### config.mk
export PLATFORM = sky130hd
export DESIGN_NAME = menu_select_fsm
export DESIGN_NICKNAME = d
export VERILOG_FILES = /design/src/rtl/menu_select_fsm.sv
export SDC_FILE = /design/constraint.sdc
export NUM_CORES = 1
export LEC_CHECK = 0
export ABC_AREA = 1
export BUFFER_PORTS_ARGS = -buffer_cell sky130_fd_sc_hd__buf_2
export CORE_MARGIN = 4
export CORE_UTILIZATION = 55
export DETAILED_ROUTE_END_ITERATION = 7
export HOLD_SLACK_MARGIN = 0.02
export PLACE_DENSITY_LB_ADDON = 0.25
export SLEW_MARGIN = 25
export SYNTH_ARGS = -nofsm -noshare
export SYNTH_HDL_FRONTEND = slang
export SYNTH_SLANG_ARGS = --single-unit
### constraint.sdc
create_clock -name clk_in -period 1.99 [get_ports clk_in]
set_clock_uncertainty 0.15 [all_clocks]
set_input_delay 0.398 -clock clk_in [delete_from_list [all_inputs] [get_ports clk_in]]
set_output_delay 0.398 -clock clk_in [all_outputs]
set_load 0.1 [all_outputs]
### src/rtl/menu_select_fsm.sv
// Menu navigation: debounced up/down/confirm pick one of NUM_BUTTONS entries; confirm latches a command and locks out input.
// Latency: raw press to idx/command update is DEBOUNCE_CYCLES+3 edges. Optional MENU_WRAP_EN wraps idx at the ends.
// No backpressure: command_valid_out is a one-cycle strobe; presses during lockout/wait-release are dropped.
module menu_select_fsm #(
  parameter int NUM_BUTTONS     = 4,
  parameter int DEBOUNCE_CYCLES = 371250,
  parameter int LOCKOUT_CYCLES  = 74250
) (
  input  logic                   clk_in,
  input  logic                   rst_in,
  input  logic                   menu_active_in,
  input  logic                   btn_up_in,
  input  logic                   btn_down_in,
  input  logic                   btn_confirm_in,
  output logic [1:0]             selected_idx_out,
  output logic [NUM_BUTTONS-1:0] selected_out,
  output logic [1:0]             command_out,
  output logic                   command_valid_out,
  output logic                   busy_out
);

  localparam int CW = $clog2(DEBOUNCE_CYCLES + 1);
  localparam int LW = $clog2(LOCKOUT_CYCLES + 1);
  localparam logic [CW-1:0] DB_LAST   = CW'(DEBOUNCE_CYCLES - 1);
  localparam logic [LW-1:0] LOCK_LOAD = LW'(LOCKOUT_CYCLES);
  localparam logic [2:0]    IDX_LAST  = 3'(NUM_BUTTONS - 1);
  localparam int B_UP   = 0;
  localparam int B_DOWN = 1;
  localparam int B_CONF = 2;

  typedef enum logic [1:0] {
    NAVIGATE,
    LOCKOUT,
    WAIT_RELEASE
  } state_t;

  logic [2:0]    raw;
  logic [2:0]    sync1;
  logic [2:0]    sync2;
  logic [2:0]    stable;
  logic [2:0]    stable_d;
  logic [2:0]    press;
  logic [CW-1:0] db_cnt [3];

  assign raw = {btn_confirm_in, btn_down_in, btn_up_in};

  // Stable flips on the edge where the mismatch count would reach DEBOUNCE_CYCLES.
  always_ff @(posedge clk_in) begin
    if (rst_in) begin
      sync1    <= '0;
      sync2    <= '0;
      stable   <= '0;
      stable_d <= '0;
      press    <= '0;
      for (int i = 0; i < 3; i++) begin
        db_cnt[i] <= '0;
      end
    end else begin
      sync1    <= raw;
      sync2    <= sync1;
      stable_d <= stable;
      press    <= stable & ~stable_d;
      for (int i = 0; i < 3; i++) begin
        if (sync2[i] != stable[i]) begin
          if (db_cnt[i] == DB_LAST) begin
            stable[i] <= ~stable[i];
            db_cnt[i] <= '0;
          end else begin
            db_cnt[i] <= db_cnt[i] + CW'(1);
          end
        end else begin
          db_cnt[i] <= '0;
        end
      end
    end
  end

  state_t        state_q, state_d;
  logic [1:0]    idx_q, idx_d;
  logic [1:0]    cmd_q, cmd_d;
  logic          vld_q, vld_d;
  logic [LW-1:0] lock_q, lock_d;

  logic [2:0] idx_ext;
  logic [2:0] idx_minus;
  logic [2:0] idx_plus;
  logic [1:0] idx_up;
  logic [1:0] idx_dn;

  // Step in 3 bits so underflow/overflow is visible before truncating back to 2.
  always_comb begin
    idx_ext   = {1'b0, idx_q};
    idx_minus = idx_ext - 3'd1;
    idx_plus  = idx_ext + 3'd1;
    idx_up    = idx_minus[1:0];
    idx_dn    = idx_plus[1:0];
    if (idx_minus[2]) begin
`ifdef MENU_WRAP_EN
      idx_up = IDX_LAST[1:0];
`else
      idx_up = idx_q;
`endif
    end
    if (idx_plus > IDX_LAST) begin
`ifdef MENU_WRAP_EN
      idx_dn = 2'd0;
`else
      idx_dn = idx_q;
`endif
    end
  end

  always_comb begin
    state_d = state_q;
    idx_d   = idx_q;
    cmd_d   = cmd_q;
    vld_d   = 1'b0;
    lock_d  = lock_q;
    if (!menu_active_in) begin
      state_d = NAVIGATE;
      idx_d   = 2'd0;
      lock_d  = '0;
    end else begin
      case (state_q)
        NAVIGATE: begin
          if (press[B_CONF]) begin
            cmd_d   = idx_q;
            vld_d   = 1'b1;
            lock_d  = LOCK_LOAD;
            state_d = LOCKOUT;
          end else if (press[B_UP] && !press[B_DOWN]) begin
            idx_d = idx_up;
          end else if (press[B_DOWN] && !press[B_UP]) begin
            idx_d = idx_dn;
          end
        end
        LOCKOUT: begin
          if (lock_q == '0) begin
            state_d = WAIT_RELEASE;
          end else begin
            lock_d = lock_q - LW'(1);
          end
        end
        WAIT_RELEASE: begin
          if (!stable[B_CONF]) begin
            state_d = NAVIGATE;
          end
        end
        default: state_d = NAVIGATE;
      endcase
    end
  end

  always_ff @(posedge clk_in) begin
    if (rst_in) begin
      state_q <= NAVIGATE;
      idx_q   <= 2'd0;
      cmd_q   <= 2'd0;
      vld_q   <= 1'b0;
      lock_q  <= '0;
    end else begin
      state_q <= state_d;
      idx_q   <= idx_d;
      cmd_q   <= cmd_d;
      vld_q   <= vld_d;
      lock_q  <= lock_d;
    end
  end

  always_comb begin
    selected_out = '0;
    for (int i = 0; i < NUM_BUTTONS; i++) begin
      selected_out[i] = menu_active_in && (idx_q == 2'(i));
    end
  end

  assign selected_idx_out  = idx_q;
  assign command_out       = cmd_q;
  assign command_valid_out = vld_q;
  assign busy_out          = (state_q == LOCKOUT) || (state_q == WAIT_RELEASE);

endmodule

==> impl_metrics.prom <==
# TYPE chip_impl_metric gauge
chip_impl_metric{name="number_of_buffers_inserted_during_clock_tree_synthesis",unit=""} 9
chip_impl_metric{name="routedWlPerCell",unit="um"} 11.72
chip_impl_metric{name="worst_skew_pair_later_pin_latency",unit="ns"} 0.37
chip_impl_metric{name="multi_input_area",unit="mm2"} 0.002955
chip_impl_metric{name="finalCriticalPeriod",unit="ns"} 1.892
chip_impl_metric{name="num_antenna_cells",unit=""} 0
chip_impl_metric{name="post_synth_inst_count",unit=""} 709
chip_impl_metric{name="die_h",unit="um"} 109.1
chip_impl_metric{name="holdWs",unit="ns"} 0.08250
chip_impl_metric{name="hold_path_depth",unit=""} 3
chip_impl_metric{name="layout-drive-gt1-share",unit="%"} 13.34
chip_impl_metric{name="timing.critical_path.buf_inv",unit=""} 2
chip_impl_metric{name="number_of_buffers_added_on_ports",unit=""} 15
chip_impl_info{name="clock_tree_from_tritoncts",value="yes"} 1
chip_impl_metric{name="max_stage_delay",unit="ns"} 0.44
chip_impl_metric{name="max_freq",unit="MHz"} 528.6
chip_impl_info{name="worstHoldStart",value="btn_down_in"} 1
chip_impl_metric{name="synth_largest_type_area_fraction",unit="%"} 30.45
chip_impl_metric{name="ff2ff_path_depth",unit=""} 8
chip_impl_metric{name="static-leakage-power",unit="nW"} 2.703
chip_impl_info{name="yosys_most_used_dff",value="sky130_fd_sc_hd__edfxtp_1"} 1
chip_impl_metric{name="worst_slew_margin_rel",unit="%"} 63.86
chip_impl_metric{name="syn_area",unit="mm2"} 0.005620
chip_impl_metric{name="critical_path_peak_fanout",unit=""} 11
chip_impl_metric{name="postLayoutCoreUtil",unit="%"} 65.37
chip_impl_metric{name="maxSlewViolCount",unit=""} 0
chip_impl_metric{name="finish.net_count",unit=""} 820
chip_impl_metric{name="placeableCoreArea",unit="mm2"} 0.009864
chip_impl_metric{name="drtAntennaViolNets",unit=""} 0
chip_impl_info{name="path_category_of_the_worst_min_delay_check",value="in -> reg"} 1
chip_impl_metric{name="dp_hpwl",unit="um"} 8199
chip_impl_info{name="hold_end",value="sync1[1]$_SDFF_PP0_"} 1
chip_impl_metric{name="reg2reg_slack",unit="ns"} 0.1
chip_impl_metric{name="max_cap_viol_count",unit=""} 0
chip_impl_metric{name="clock-sinks",unit=""} 96
chip_impl_metric{name="first_drt_iteration_drcs",unit=""} 231
chip_impl_metric{name="ys_async_sr_fraction",unit="%"} 0
chip_impl_metric{name="yosysSeqAreaShare",unit="%"} 44.35
chip_impl_metric{name="die_x",unit="um"} 109.1
chip_impl_metric{name="ys_warn_count",unit=""} 0
chip_impl_metric{name="cts.path.max_buffers",unit=""} 2
chip_impl_metric{name="synth_to_layout_area_growth",unit="%"} 14.74
chip_impl_metric{name="boundaryPins",unit=""} 16
chip_impl_metric{name="finalWirelength",unit="um"} 10960
chip_impl_info{name="run_status",value="finished, final reports clean"} 1
chip_impl_metric{name="total_power",unit="mW"} 3.702
chip_impl_metric{name="regArea",unit="mm2"} 0.002500
chip_impl_metric{name="wire_length_of_the_first_global_routing_pass",unit="um"} 19290
chip_impl_metric{name="globalRouteTotalUtil",unit="%"} 19.97
chip_impl_metric{name="yosys.cell_types.count",unit=""} 43
chip_impl_metric{name="ratio_of_routed_vias_to_standard_cells",unit=""} 5.057
chip_impl_info{name="regToRegStartpoint",value="db_cnt[2][1]$_SDFFCE_PP0P_"} 1
chip_impl_metric{name="die_area",unit="mm2"} 0.01190
chip_impl_metric{name="powerDensity",unit="mW/mm2"} 574.0
chip_impl_metric{name="detailedRoute.firstPassIterationCount",unit=""} 4
chip_impl_metric{name="initial_utilization",unit="%"} 56.98
chip_impl_metric{name="required",unit="ns"} 1.97
chip_impl_metric{name="tns",unit="ns"} 0
chip_impl_metric{name="postSynthRegisterBits",unit=""} 96
chip_impl_metric{name="finish.cell_count_without_fillers",unit=""} 935
chip_impl_metric{name="vdd.ir_drop.worst",unit="uV"} 303.6
chip_impl_metric{name="drc",unit=""} 0
chip_impl_metric{name="number_of_flops_mapped_to_enable_cells_by_yosys",unit=""} 57
chip_impl_info{name="critical_path.top_delay_family",value="simple AND/OR/NAND/NOR gates"} 1
chip_impl_info{name="cts-root-buf",value="sky130_fd_sc_hd__clkbuf_8"} 1
chip_impl_metric{name="gr-total-overflow",unit=""} 0
chip_impl_metric{name="via_count_of_the_first_global_routing_pass",unit=""} 4439
chip_impl_metric{name="grt_antenna_before_repair",unit=""} 0
chip_impl_metric{name="clkTransAtPathRegs",unit="ns"} 0.10
chip_impl_metric{name="finalHoldViolCount",unit=""} 0
chip_impl_metric{name="count_of_vias_placed_by_the_detailed_router",unit=""} 4728
chip_impl_metric{name="worst_slew_pin_slew",unit="ns"} 0.5379
chip_impl_info{name="cp-end-kind",value="flop"} 1
chip_impl_metric{name="syn-mean-instance-area",unit="um2"} 7.927
chip_impl_info{name="post-synth-top-area-cell",value="sky130_fd_sc_hd__edfxtp_1"} 1
chip_impl_info{name="synth_area_leaders",value="sky130_fd_sc_hd__edfxtp_1 30%, sky130_fd_sc_hd__dfxtp_1 14%, sky130_fd_sc_hd__nand2_1 9.6%"} 1
chip_impl_metric{name="placed_cells_incl_taps",unit=""} 917
chip_impl_metric{name="worst_ep_arrival_time",unit="ns"} 1.87
chip_impl_metric{name="clock_tree.htree_level_count",unit=""} 3
chip_impl_info{name="timing.setup.critical_path_class",value="reg -> reg"} 1
chip_impl_metric{name="setup-violations-final",unit=""} 0
chip_impl_metric{name="largest_net_degree_at_the_start_of_global_routing",unit=""} 20
chip_impl_info{name="crit_slowest_cell",value="sky130_fd_sc_hd__edfxtp_1"} 1
chip_impl_metric{name="nFillCells",unit=""} 840
chip_impl_info{name="cp_cell_sequence",value="inv_1 -> ha_1 -> nand4_1 -> nor3_1 -> nand2_1 -> nand2_4 -> buf_12 -> nor3b_1"} 1
chip_impl_metric{name="finalCritPeriodShare",unit="%"} 95.06
chip_impl_metric{name="gp_congestion",unit=""} 0.9074
chip_impl_info{name="crit-reg2reg-capture",value="db_cnt[2][4]$_SDFFCE_PP0P_"} 1
chip_impl_metric{name="num_rows",unit=""} 36
chip_impl_info{name="worst_setup_path_start_kind",value="flop"} 1
## worst min-delay path, delay by kind of cell
kind | cells | cell delay (ns)
and+or+nand+nor | 1 | 0.03
buffers and inverters | 2 | 0.13
## logic make-up after synthesis
| group | share of synthesized area, % |
|---|---|
| AOI/OAI and AO/OA | 6.857 |
| buffers and inverters | 7.346 |
| and+or+nand+nor | 34.17 |
| adders and majority gates | 3.784 |
| other | 0.06672 |
| xor gates and xnor gates | 3.428 |
| DFF | 44.35 |
## cells in the mapped netlist (all sizes together), types with 8 or more instances
library cell,number
nand2,160
nor2,116
inv,90
edfxtp,57
nand3,55
a21oi,48
dfxtp,39
nor3,29
nand4,24
ha,17
xor2,16
o21ai,11
buf,9
nor3b,8
## worst max path at each step
| stage | startpoint | end | slack (ns) | cells after the start |
|---|---|---|---|---|
| final | db_cnt[2][1]$_SDFFCE_PP0P_ | db_cnt[2][4]$_SDFFCE_PP0P_ | 0.1 | 8 |
| after global routing | selected_idx_out[1]$_SDFFE_PP0P_ | selected_out[1] | -0.003 | 5 |
| after detailed placement | db_cnt[0][1]$_SDFFCE_PP0P_ | db_cnt[0][2]$_SDFFCE_PP0P_ | 0.07 | 8 |
| after CTS | selected_idx_out[0]$_SDFFE_PP0P_ | selected_out[2] | 0.01 | 5 |
| after floorplan | selected_idx_out[0]$_SDFFE_PP0P_ | selected_out[2] | 0.04 | 4 |
| after global placement | db_cnt[2][1]$_SDFFCE_PP0P_ | db_cnt[2][2]$_SDFFCE_PP0P_ | 0.14 | 8 |
## report_power, final
part	leakage (nW)	switching (mW)	internal (mW)
Sequential	0.905	0.0529	2.15
Clock	0.0973	0.695	0.607
Combinational	1.70	0.130	0.0633
Total	2.70	0.878	2.82
## state kept, by name, indices dropped and copies added, names as in the netlist
signal	count
command_out	2
command_valid_out	1
db_cnt	57
lock_q	17
press	3
selected_idx_out	2
stable	3
stable_d	3
state_q	2
sync1	3
sync2	3
## cell type report
class | instances | area share [%]
clock buffer | 10 | 2.134
clock inverter | 6 | 0.9119
inverter | 90 | 5.355
multi-input combinational | 568 | 45.83
sequential | 96 | 38.77
tap | 133 | 2.581
timing repair buffer | 32 | 4.424
## metrics by stage
step	setup slack [ns]	instance area [um2]
finish	0.09838	6449
global route	-0.003272	6449
CTS	0.009790	6396
detailed placement	0.06721	6195
global placement	0.1380	6195
floorplan	0.03915	5846
## layout by cell type, fill, tap and decap left out, types with 6 or more instances in the layout
cell                       instances
sky130_fd_sc_hd__a21oi_1          38
sky130_fd_sc_hd__a21oi_2          10
sky130_fd_sc_hd__buf_2            10
sky130_fd_sc_hd__buf_4            16
sky130_fd_sc_hd__clkbuf_8         10
sky130_fd_sc_hd__conb_1           57
sky130_fd_sc_hd__dfxtp_1          37
sky130_fd_sc_hd__edfxtp_1         57
sky130_fd_sc_hd__ha_1             16
sky130_fd_sc_hd__inv_1            86
sky130_fd_sc_hd__nand2_1         143
sky130_fd_sc_hd__nand2_2          14
sky130_fd_sc_hd__nand3_1          53
sky130_fd_sc_hd__nand4_1          23
sky130_fd_sc_hd__nor2_1           99
sky130_fd_sc_hd__nor2_2           11
sky130_fd_sc_hd__nor3_1           25
sky130_fd_sc_hd__nor3b_1           8
sky130_fd_sc_hd__o21ai_0          11
sky130_fd_sc_hd__xnor2_1           6
sky130_fd_sc_hd__xor2_1           16
## layer usage
metal | track usage [%] | share of wire [%] | vias up
met5 | 0 | 0 | -
met4 | 7.124 | 1.4 | 0
met3 | 2.960 | 3.4 | 12
met2 | 32.72 | 46 | 90
met1 | 26.93 | 49 | 2171
li1 | - | - | 2455
## repair_timing
action / 4_1_cts / 5_1_grt
buffers inserted: 0 / 2
setup endpoints to repair: 2 / 50
hold buffers: 0 / 0
gates resized for setup: 2 / 11
hold endpoints to repair: 0 / 0
(Power assumes the default switching activity.)
